## src/rtl/axis_packet_fifo.sv

```systemverilog
// Store-and-forward AXI-Stream FIFO: a packet is presented on the output only once its tlast beat
// is stored. If one packet alone fills the storage, that packet is passed through cut-through.
module axis_packet_fifo #(
  parameter int unsigned AXIS_BYTES     = 1,
  parameter int unsigned AXIS_USER_BITS = 1,
  parameter int unsigned DEPTH          = 64
) (
  input  logic                      clk,
  input  logic                      sreset,
  input  logic [AXIS_BYTES*8-1:0]   axis_i_tdata,
  input  logic [AXIS_USER_BITS-1:0] axis_i_tuser,
  input  logic                      axis_i_tlast,
  input  logic                      axis_i_tvalid,
  output logic                      axis_i_tready,
  output logic [AXIS_BYTES*8-1:0]   axis_o_tdata,
  output logic [AXIS_USER_BITS-1:0] axis_o_tuser,
  output logic                      axis_o_tlast,
  output logic                      axis_o_tvalid,
  input  logic                      axis_o_tready,
  output logic [$clog2(DEPTH):0]    level,
  output logic [$clog2(DEPTH):0]    pkt_count
);

  localparam int unsigned DataW  = AXIS_BYTES * 8;
  localparam int unsigned EntryW = DataW + AXIS_USER_BITS + 1;
  localparam int unsigned PtrW   = $clog2(DEPTH);
  localparam int unsigned CntW   = PtrW + 1;
  localparam logic [CntW-1:0] Full = CntW'(DEPTH);

  logic [EntryW-1:0] mem_q [DEPTH];
  logic [PtrW-1:0]   wr_ptr_q, wr_ptr_d, rd_ptr_q, rd_ptr_d;
  logic [CntW-1:0]   level_q, level_d, pkt_q, pkt_d;
  logic              partial_q, partial_d;
  logic              wr_open_q, wr_open_d;
  logic              wr_en, rd_en, wr_last, rd_last, pkt_inc, pkt_dec;
  logic [EntryW-1:0] rd_entry;

  assign axis_i_tready = (level_q != Full);
  assign axis_o_tvalid = (level_q != '0) && ((pkt_q != '0) || partial_q);

  assign rd_entry = mem_q[rd_ptr_q];
  assign {axis_o_tlast, axis_o_tuser, axis_o_tdata} = rd_entry;

  assign wr_en   = axis_i_tvalid && axis_i_tready;
  assign rd_en   = axis_o_tvalid && axis_o_tready;
  assign wr_last = wr_en && axis_i_tlast;
  assign rd_last = rd_en && axis_o_tlast;

  // The oversize packet's own tlast is never counted on either side.
  assign pkt_inc = wr_last && !wr_open_q;
  assign pkt_dec = rd_last && !partial_q;

  assign level     = level_q;
  assign pkt_count = pkt_q;

  always_comb begin
    wr_ptr_d  = wr_ptr_q;
    rd_ptr_d  = rd_ptr_q;
    level_d   = level_q;
    pkt_d     = pkt_q;
    partial_d = partial_q;
    wr_open_d = wr_open_q;

    if (wr_en) wr_ptr_d = wr_ptr_q + 1'b1;
    if (rd_en) rd_ptr_d = rd_ptr_q + 1'b1;

    unique case ({wr_en, rd_en})
      2'b10:   level_d = level_q + 1'b1;
      2'b01:   level_d = level_q - 1'b1;
      default: level_d = level_q;
    endcase

    unique case ({pkt_inc, pkt_dec})
      2'b10:   pkt_d = pkt_q + 1'b1;
      2'b01:   pkt_d = pkt_q - 1'b1;
      default: pkt_d = pkt_q;
    endcase

    // Storage full with no complete packet: the packet being written is oversize.
    if (partial_q && rd_last) begin
      partial_d = 1'b0;
    end else if (!partial_q && (level_q == Full) && (pkt_q == '0)) begin
      partial_d = 1'b1;
      wr_open_d = 1'b1;
    end
    if (wr_open_q && wr_last) wr_open_d = 1'b0;
  end

  always_ff @(posedge clk) begin
    if (sreset) begin
      wr_ptr_q  <= '0;
      rd_ptr_q  <= '0;
      level_q   <= '0;
      pkt_q     <= '0;
      partial_q <= 1'b0;
      wr_open_q <= 1'b0;
    end else begin
      wr_ptr_q  <= wr_ptr_d;
      rd_ptr_q  <= rd_ptr_d;
      level_q   <= level_d;
      pkt_q     <= pkt_d;
      partial_q <= partial_d;
      wr_open_q <= wr_open_d;
    end
  end

  // Storage array carries no reset so it maps onto a plain dual-port RAM.
  always_ff @(posedge clk) begin
    if (wr_en) mem_q[wr_ptr_q] <= {axis_i_tlast, axis_i_tuser, axis_i_tdata};
  end

endmodule

```

## config.mk

```make
export PLATFORM = sky130hd
export DESIGN_NAME = axis_packet_fifo
export DESIGN_NICKNAME = d
export VERILOG_FILES = /design/src/rtl/axis_packet_fifo.sv
export SDC_FILE = /design/constraint.sdc
export NUM_CORES = 1
export LEC_CHECK = 0
export BUFFER_PORTS_ARGS = -buffer_cell sky130_fd_sc_hd__buf_2
export CAP_MARGIN = 20
export CORE_ASPECT_RATIO = 0.5
export CORE_MARGIN = 2
export CORE_UTILIZATION = 62
export DETAILED_ROUTE_END_ITERATION = 8
export PLACE_DENSITY = 0.79
export REMOVE_ABC_BUFFERS = 1
export SLEW_MARGIN = 15
export SYNTH_ARGS = -nofsm -noshare
export SYNTH_HDL_FRONTEND = slang
export SYNTH_SLANG_ARGS = --single-unit
export TNS_END_PERCENT = 5
```

## constraint.sdc

```tcl
create_clock -name clk -period 4.27 [get_ports clk]
set_input_delay 0.854 -clock clk [delete_from_list [all_inputs] [get_ports clk]]
set_output_delay 0.854 -clock clk [all_outputs]
set_load 0.1 [all_outputs]
```

==> reports/results.tsv <==
metric	value	unit
area of the core	42000	um^2
Initial Utilization	62.8	%
die span in y	150	um
mean post-synth cell area	21.2	um^2
H-tree depth	2	
Net Switching	3.29	mW
Slowest cell on crit path	mux4_2	
worst-path maximum fanout	29	
Fin. Hold Viols	0	
DRC errors left	0	
cell area after layout	29900	um^2
die area	44300	um^2
Tcrit/Tclk final	99.5	%
Netlist cell types	51	
Setup crit end	axis_o_tdata[3]	
Avg Vias per Cell	6.91	
# IOs	40	
stages on the worst setup path	6	
placed instance area	27700	um^2
Switching Share	23.2	%
Total Power	14.2	mW
sequential fraction of the synthesis area	75.5	%
hold_ws	0.510	ns
Max Slew Vio Count	0	
Pleak	9.43	nW
Mapped Cells	1243	
DR vias	13751	
Cell Pwr Density	475	nW/um^2
FFs w/ async S/R, synth	0	%
CTS tree	yes	
clk root buf	clkbuf_16	
DP Wirelength	34600	um
Seq pwr share	51.5	%
Tmin final	4.25	ns
Crit path buffers/inverters	2	
worst hold path class	register to register	
first-pass GRT wire length	93600	um
Main synth FF type	edfxtp_1	
Clk pwr share	39.1	%
DR pass1 iterations	5	
Setup Viol. Count Final	0	
Initial DRC Count	2243	
CP max stage delay	0.61	ns
clock skew	0.0210	ns
Clock Tree Buf Depth	3	
WP data arrival	3.39	ns
largest net degree at the start of global routing	107	
Worst-path clk slew	0.07	ns
Syn. warnings	0	
chip width	296	um
worst path cell trace	buf_12 -> mux4_2 -> mux4_2 -> mux2i_2 -> a211oi_1 -> clkbuf_4	
Antenna Nets Post-Route	0	
Max-cap violations	0	
cell area after synthesis	26400	um^2
unrepaired setup endpoints after global routing	true	
I/O Buffers	39	
CTS sink count	674	
maximum operating frequency	0.235	GHz
CP Class	register to output port	
vias in the first global route	13637	
wire per inst	32.6	um
Crit path required time	3.42	ns
Max VDD drop	0.000321	V
antenna violations before repair	1	
outcome	completed	
CP most frequent cell	mux4_2	
CP Capture Type	output port	
CP delay by family, top	multiplexers	
Final GP Congestion	0.875	
Num CTS Buffers	56	
Cell Rows	53	
Hold Buf Count CTS	0	
Reg-to-Reg End	pkt_count[6]$_SDFFE_PP0P_	
ant diodes	0	
GRT Total Usage	29.9	%
WL final	64900	um
CP Launch Type	register	
largest cells by area after synthesis	edfxtp_1, mux4_2, dfxtp_1	
share of cells above drive strength 1	30.4	%
post-synth top area cell	edfxtp_1	
Worst-Skew Late Latency	0.61	ns
final net count	1399	
Power Internal	10.9	mW
GRT overflow	0	
synth-to-layout area growth	13.4	%
R2R Setup Slk	0.17	ns
Synth Register Bits	674	
combinational power share	9.3	%
Max-slew headroom	27.8	%
R2R depth	13	
EDFF count, synth	640	
Least-Margin Pin Slew	1.08	ns
post-synth top area share	72.9	%
[cell usage in the layout, fill, tap and decap left out, types with 4 or more instances in the layout]
cell	netlist	layout
xor2_1	10	10
nand4_1	5	5
nor4_1	5	5
a22oi_1	14	5
inv_1	5	5
nor2b_1	14	13
mux4_2	186	187
mux2i_1	24	22
buf_6	1	4
bufinv_16	0	10
clkbuf_1	27	9
a21oi_1	15	15
nand3b_1	4	4
clkinv_1	0	8
a22oi_2	0	9
nand2b_1	4	4
a211oi_1	5	5
clkbuf_16	0	58
nor3_1	6	6
xnor2_1	6	6
nor2_1	105	104
buf_4	2	86
nand2_1	29	29
edfxtp_1	640	640
buf_2	21	30
ha_1	14	13
clkinv_2	0	8
nand3_1	11	11
buf_16	0	4
a21o_1	9	9
dfxtp_1	34	30
[worst register-to-register path, stage by stage (launching register included)]
cell and delay [ns]:
dfxtp_4 0.44, mux4_1 0.60, mux4_2 0.48, or2_0 0.21, a32o_2 0.34, and3b_1 0.21, ha_2 0.21, fa_2 0.36
a21o_1 0.20, a21o_1 0.24, a21o_1 0.21, a311oi_2 0.26, xor2_1 0.17, nor2_1 0.05
[repair_timing]
action,CTS,global route
cloned,1,0
buffers inserted,1,5
hold endpoints to repair,0,0
gates resized for setup,17,16
pin swaps,0,1
setup endpoints to repair,10,10
[registers in the layout, summed over array words and instances (netlist names), named ones only]
register and flops:
rd_ptr_q 6, partial_q 1, mem_q 640, wr_open_q 1
level 7, wr_ptr_q 6, pkt_count 7
[area by class of cell]
type,count,area (um^2)
clock inverter,32,415
inverter,6,22.5
multi-input combinational,500,6250
clock buffer,70,1530
fill,2242,12100
sequential,674,19900
tap,577,722
timing repair buffer,131,1050
[cells by family (layout without fill, tap and decap cells)]
family                   count (synthesis)  in the layout  synth area share [%]
multiplexers                           214            214                  17.1
flip-flops                             674            674                  75.5
adder cells (fa/ha/maj)                 16             16                 0.816
buffers and inverters                   69            239                  1.14
AO/OA/AOI/OAI                           56             56                  1.48
XOR/XNOR                                16             16                 0.532
AND/OR/NAND/NOR                        198            198                  3.42
[worst min-delay path by stage]
stage,slack (ns),cells past startpoint,start,endpoint
after detailed placement,0.49,2,wr_open_q$_SDFFE_PP0P_,wr_open_q$_SDFFE_PP0P_
after CTS,0.51,2,wr_open_q$_SDFFE_PP0P_,wr_open_q$_SDFFE_PP0P_
final,0.51,2,wr_open_q$_SDFFE_PP0P_,wr_open_q$_SDFFE_PP0P_
after global routing,0.53,2,wr_open_q$_SDFFE_PP0P_,wr_open_q$_SDFFE_PP0P_
after floorplan,0.45,2,wr_open_q$_SDFFE_PP0P_,wr_open_q$_SDFFE_PP0P_
after global placement,0.46,2,wr_open_q$_SDFFE_PP0P_,wr_open_q$_SDFFE_PP0P_
[per-layer routing]
layer | share of wire [%] | GRT usage (%) | wire (um)
met4 | 3.2 | 8.50 | 2090
met2 | 47 | 45.8 | 30600
met3 | 12 | 6.13 | 7640
met5 | 0.015 | 0 | 10
met1 | 38 | 44.6 | 24500
[cells in the mapped netlist (all sizes together), types with 3 or more instances]
cell      n
a211oi    6
a21o      9
a21oi    15
a22oi    14
and2      3
buf      36
clkbuf   27
dfxtp    34
edfxtp  640
ha       14
inv       6
mux2i    24
mux4    189
nand2    29
nand2b    4
nand3    11
nand3b    4
nand4     5
nor2    105
nor2b    14
nor3      6
nor4      5
or2       3
or3       3
xnor2     6
xor2     10
[power by group through the flow]
| stage | Clock [mW] | Combinational (mW) | Sequential, mW |
|---|---|---|---|
| 2_1_floorplan | 0 | 0.787 | 7.65 |
| 3_3_place_gp | 0 | 1.20 | 7.46 |
| 3_5_place_dp | 0 | 1.23 | 7.47 |
| 4_1_cts | 5.56 | 1.29 | 7.32 |
| 5_1_grt | 5.82 | 1.39 | 7.32 |
| 6_report | 5.55 | 1.33 | 7.32 |
[per-stage QoR]
stage	setup TNS, ns	utilization, %	worst slack, ns	std cells
4_1_cts	0	70.8	0.00389	1982
3_3_place_gp	0	65.9	0.117	1878
2_1_floorplan	-94.15	-	-6.04	1180
5_1_grt	-0.0815	71.2	-0.0470	1990
6_report	0	71.2	0.0213	1990
3_5_place_dp	0	65.9	0.00617	1878
Power figures use the tool's default switching activity.
